==> config.mk <==
export PLATFORM = sky130hd
export DESIGN_NAME = corr_lag_accum
export DESIGN_NICKNAME = d
export VERILOG_FILES = /design/src/rtl/corr_lag_accum.sv
export SDC_FILE = /design/constraint.sdc
export NUM_CORES = 2
export LEC_CHECK = 0
export CAP_MARGIN = 20
export CORE_ASPECT_RATIO = 2
export CORE_UTILIZATION = 30
export CTS_CLUSTER_SIZE = 40
export DETAILED_ROUTE_END_ITERATION = 10
export PLACE_DENSITY = 0.51
export SYNTH_ARGS = -nofsm -noshare
export SYNTH_HDL_FRONTEND = slang
export SYNTH_SLANG_ARGS = --single-unit
==> constraint.sdc <==
create_clock -name clk -period 7.6 [get_ports clk]
set_input_delay 2.28 -clock clk [delete_from_list [all_inputs] [get_ports clk]]
set_output_delay 2.28 -clock clk [all_outputs]
set_load 0.02 [all_outputs]
==> src/rtl/corr_lag_accum.sv <==
// corr_lag_accum: per-lag multiply-accumulate of delayed samples into a RAM, with a host read port
module corr_lag_accum #(
    parameter int AW    = 6,
    parameter int DW    = 8,
    parameter int ACC_W = 32
) (
    input  logic             clk,
    input  logic             rst_n,
    input  logic             clr,
    input  logic             sin,
    input  logic [DW-1:0]    din_cur,
    input  logic [DW-1:0]    dshift,
    input  logic             dshift_vld,
    input  logic             rd_en,
    input  logic [AW-1:0]    rd_addr,
    output logic [ACC_W-1:0] rd_data,
    output logic             rd_vld,
    output logic [31:0]      n_samp,
    output logic             busy,
    output logic             sat,
    output logic             err
);
    localparam int N = 1 << AW;

    typedef enum logic [1:0] {CLEAR, IDLE, ACCUM, FLUSH} state_t;

    state_t            state, state_nx;
    logic [AW-1:0]     cnt, lag, lag1, lag2;
    logic              v1, v2;
    logic [2*DW-1:0]   prod1;
    logic [ACC_W-1:0]  sum2;
    logic [ACC_W-1:0]  mem [N];
    logic [ACC_W:0]    sum_raw;
    logic              beat, done, rd_acc, err_set;

    assign busy = state != IDLE;

    always_comb begin
        beat     = state == ACCUM && dshift_vld && !sin && !clr;
        done     = v2 && &lag2;
        rd_acc   = state == IDLE && rd_en && !clr;
        err_set  = !clr && ((sin && (state == ACCUM || state == CLEAR)) ||
                            (dshift_vld && (state == IDLE || state == CLEAR)));
        // accumulator fetched in the sum stage so a restarted burst sees the partial burst's writes
        sum_raw  = {1'b0, mem[lag1]} + (ACC_W+1)'(prod1);
        state_nx = state;
        case (state)
            CLEAR:   state_nx = &cnt ? IDLE : CLEAR;
            IDLE:    state_nx = sin ? ACCUM : IDLE;
            ACCUM:   state_nx = (beat && &lag) ? FLUSH : ACCUM;
            default: state_nx = done ? IDLE : FLUSH;
        endcase
        if (clr) state_nx = CLEAR;
    end

    always_ff @(posedge clk) begin
        if (!rst_n) begin
            state   <= CLEAR;
            cnt     <= '0;
            lag     <= '0;
            v1      <= 1'b0;
            v2      <= 1'b0;
            rd_data <= '0;
            rd_vld  <= 1'b0;
            n_samp  <= '0;
            sat     <= 1'b0;
            err     <= 1'b0;
        end else begin
            state  <= state_nx;
            cnt    <= (state == CLEAR && !clr) ? cnt + 1'b1 : '0;
            lag    <= (clr || (sin && (state == IDLE || state == ACCUM))) ? '0 : beat ? lag + 1'b1 : lag;
            v1     <= beat;
            v2     <= v1 && !clr;
            sat    <= !clr && (sat || (v1 && sum_raw[ACC_W]));
            err    <= !clr && (err || err_set);
            n_samp <= clr ? '0 : (done && ~&n_samp) ? n_samp + 32'd1 : n_samp;
            rd_vld <= rd_acc;
            if (rd_acc) rd_data <= mem[rd_addr];
        end
    end

    always_ff @(posedge clk) begin
        lag1  <= lag;
        lag2  <= lag1;
        prod1 <= (2*DW)'(din_cur) * (2*DW)'(dshift);
        sum2  <= sum_raw[ACC_W] ? '1 : sum_raw[ACC_W-1:0];
    end

    always_ff @(posedge clk) begin
        if (state == CLEAR) mem[cnt] <= '0;
        else if (v2 && !clr) mem[lag2] <= sum2;
    end
endmodule
==> impl_results.md <==
- Postcts setup bufs: 0
- CP Data Arrival Time: 7.14 ns
- Sequential-to-total area share from yosys stat: 0.628
- Met2 layer usage reported by global route: 0.401
- Count of buffers from port buffering: 95
- Length of the first detailed-routing pass in iterations: 6
- Number of gates given a new drive strength after cts: 0
- Vias per Instance: 5.70
- Number of core rows: 303
- Number of I/O pins: 96
- Clock slew at reported path FFs: 0.07 ns
- Nets in the synthesized netlist: 5,060
- Final worst path period need: 6.33 ns
- Hold-critical path endpoint: lag1[1]
- Final hold violation count: 0
- Via count of the first global-routing pass: 59,817
- Number of storage elements in the synthesis netlist: 2,191
- Final wirelength: 371 mm
- Antenna violations before repair: 14
- Share of total power in the clock network: 0.415
- Latest clock arrival within the worst-skew pair: 0.94 ns
- Number of H-tree branching levels: 4
- Die footprint: 344,000 um^2
- Highest clock rate: 0.158 GHz
- Worst Setup End Kind: flip-flop
- EDFF count, synth: 2,048
- Leakage: 0.0406 uW
- Area share of the largest cell type after synthesis: 0.600
- Most common cell in the synthesized netlist: sky130_fd_sc_hd__edfxtp_1
- Met3 layer usage reported by global route: 0.0241
- Share of cells above drive strength 1: 0.366
- Num Clock Sinks: 2,191
- Setup-violating endpoint count in the final report: 0
- Startpoint type of the worst setup path: input port
- Overall via count from detail_route: 55,583
- Global-route usage over all layers: 0.214
- Starting Density: 0.301
- Final number of max-transition violations: 0
- Clock tree from TritonCTS: done
- Gr ovfl total: 0
- Syn. warnings: 0
- Setup TNS: 0 ns
- Unrepaired setup endpoints after global routing: no
- Run status: finished, final reports clean
- Height of the die: 829 um
- Initial DRC Count: 5,565
- Top flip-flop cell by instance count after synthesis: sky130_fd_sc_hd__edfxtp_1
- Pwr per Cell Area: 210 nW/um^2
- Flop pwr share: 0.533
- Switching power: 5540 uW
- Synthesized instance count: 4,936
- Number of buffers on the longest clock path: 4
- DRC errors left: 0
- Area Growth Syn to Fin: 14.3%
- Cell internal pwr: 19,100 uW
- Transition time of the tightest slew-check pin: 1.23 ns
- Library cell occupying the most area in the post-synthesis netlist: sky130_fd_sc_hd__edfxtp_1
- Worst-case register-to-register setup slack: 1.34 ns
- First-pass GRT wire length: 506 mm
- Detailed Place HPWL: 239 mm
- Largest net degree at the start of global routing: 100
- Hold path start: lag[1]
- Syn_area_per_cell: 20.8 um^2
- Combinational cell fraction of total power: 0.052
- Die outline width: 415 um
- Max FO, Critical Path: 8
- Worst path required time: 8.41 ns
- Total clock buffers created by CTS: 201
- Worst ir drop on vdd: 0.000184 V
- Met1 demand-to-capacity share in global routing: 0.228
- Layer with the highest usage after global routing: met2
- Final weighted congestion of routability-driven global placement: 0.843
- Top cells by count, synth: sky130_fd_sc_hd__edfxtp_1, sky130_fd_sc_hd__mux4_2, sky130_fd_sc_hd__nand2_1
- Worst min-delay path category: flip-flop to flip-flop
- Clock root buffer: sky130_fd_sc_hd__clkbuf_16
- Dominant cells by area after synthesis: sky130_fd_sc_hd__edfxtp_1, sky130_fd_sc_hd__mux4_2, sky130_fd_sc_hd__dfxtp_1
- Max-slew headroom at the worst pin: 0.179
- Number of nets in the layout: 5,298
- Worst setup slack before clock tree synthesis: 0.385 ns
- Worst Hold Path Cells: 0
- Number of distinct standard cells referenced by the synthesized netlist: 74
- Switching power share of the total: 0.225
- Final worst path period share: 0.832
- Final ANT Viol Nets: 0
- Final clock skew: 0.115 ns
- Depth of the worst register-to-register path: 16
- Cell area after technology mapping: 102,000 um^2
- Origin of the critical flop-to-flop path: lag1[1]
- Average routed wire per standard cell: 38.0 um
- Cts hold-fix bufs: 0
- Reg-to-reg critical path endpoint: sat
- Share of async-settable or async-resettable flops after synthesis: 0
- Setup slack of the critical path after layout: 1.27 ns
- Placeable core area: 340,000 um^2
- Category of the critical setup timing path: input port to flip-flop
- Number of max-cap violations: 0
-- worst max-delay path: stages --
cell and delay (ns):
sky130_fd_sc_hd__clkdlybuf4s50_1 0.56, sky130_fd_sc_hd__and2_1 0.26, sky130_fd_sc_hd__fa_1 0.53, sky130_fd_sc_hd__inv_1 0.08, sky130_fd_sc_hd__fa_1 0.55, sky130_fd_sc_hd__inv_1 0.05, sky130_fd_sc_hd__fa_1 0.49, sky130_fd_sc_hd__inv_1 0.05
sky130_fd_sc_hd__fa_1 0.48, sky130_fd_sc_hd__inv_1 0.05, sky130_fd_sc_hd__ha_1 0.29, sky130_fd_sc_hd__a21boi_0 0.15, sky130_fd_sc_hd__o21ai_0 0.25, sky130_fd_sc_hd__a21boi_0 0.17, sky130_fd_sc_hd__o21ai_0 0.24, sky130_fd_sc_hd__a21oi_1 0.13
sky130_fd_sc_hd__o41ai_1 0.36, sky130_fd_sc_hd__xnor2_1 0.16
-- layer usage --
| layer | vias up | wire (um) |
|---|---|---|
| met5 | - | 47 |
| met1 | 30958 | 124000 |
| met2 | 2174 | 204000 |
| met4 | 8 | 25600 |
| met3 | 727 | 18000 |
| li1 | 21716 | - |
-- layout by cell type (no fill, tap or decap), types with 44 or more instances in the layout --
cell,instances
sky130_fd_sc_hd__dfxtp_1,137
sky130_fd_sc_hd__buf_4,206
sky130_fd_sc_hd__mux2i_1,67
sky130_fd_sc_hd__nor2_4,66
sky130_fd_sc_hd__ha_1,59
sky130_fd_sc_hd__and2_1,65
sky130_fd_sc_hd__nand2_1,176
sky130_fd_sc_hd__clkbuf_16,201
sky130_fd_sc_hd__buf_12,73
sky130_fd_sc_hd__clkdlybuf4s50_1,88
sky130_fd_sc_hd__clkinv_2,45
sky130_fd_sc_hd__edfxtp_1,2048
sky130_fd_sc_hd__mux4_2,1228
sky130_fd_sc_hd__inv_1,74
sky130_fd_sc_hd__xnor2_1,44
sky130_fd_sc_hd__nor2_1,93
-- per-stage QoR --
step	hold WS [ns]	instances	total power, uW	utilization	instance area (um^2)
3_5_place_dp	0.379	9381	14700	0.325	111000
4_1_cts	0.386	9743	24800	0.344	117000
2_1_floorplan	0.332	4936	14300	-	102000
3_3_place_gp	0.377	9380	14700	0.325	111000
5_1_grt	0.395	9756	25300	0.344	117000
6_report	0.389	9757	24600	0.344	117000
-- cell families after synthesis --
logic type                 count (synthesis)  share of synthesized area
and+or+nand+nor                          609                     0.0294
buffers and inverters                    412                     0.0197
xor gates and xnor gates                  67                    0.00573
muxes                                   1348                      0.288
AOI/OAI and AO/OA                        213                     0.0147
adders and majority gates                 96                     0.0144
DFF                                     2191                      0.628
-- cell type report --
type	count	area, um^2
Clock inverter	121	1030
Inverter	75	283
Multi-Input combinational cell	2333	36600
Sequential cell	2191	64400
Antenna cell	2	5.00
Clock buffer	241	5270
Tap cell	4422	5530
Fill cell	31516	223000
Timing Repair Buffer	372	3950
-- sequential cells by signal, indices dropped and copies added (netlist names), 2 cells and up --
register and flops:
prod1 16, state 2, cnt 6, lag2 6, sum2 32, mem 2048, lag 6, lag1 6
n_samp 32, rd_data 32
-- worst max path at each step --
stage                          start         to  slack, ns
after floorplan           din_cur[5]  prod1[15]       1.51
after global placement    din_cur[5]  prod1[15]       0.28
after detailed placement  din_cur[5]  prod1[15]       0.39
after CTS                    lag1[1]        sat       1.21
after global routing      din_cur[5]  prod1[15]       1.03
final                     din_cur[5]  prod1[15]       1.27
-- power groups by stage --
| stage | Combinational [uW] | Clock, uW | Sequential (uW) |
|---|---|---|---|
| after global placement | 1290 | 0 | 13400 |
| after global routing | 1400 | 10700 | 13100 |
| final | 1280 | 10200 | 13100 |
| after detailed placement | 1290 | 0 | 13400 |
| after floorplan | 877 | 0 | 13400 |
| after CTS | 1300 | 10400 | 13100 |
No activity file was read; power rests on OpenSTA's default activity.
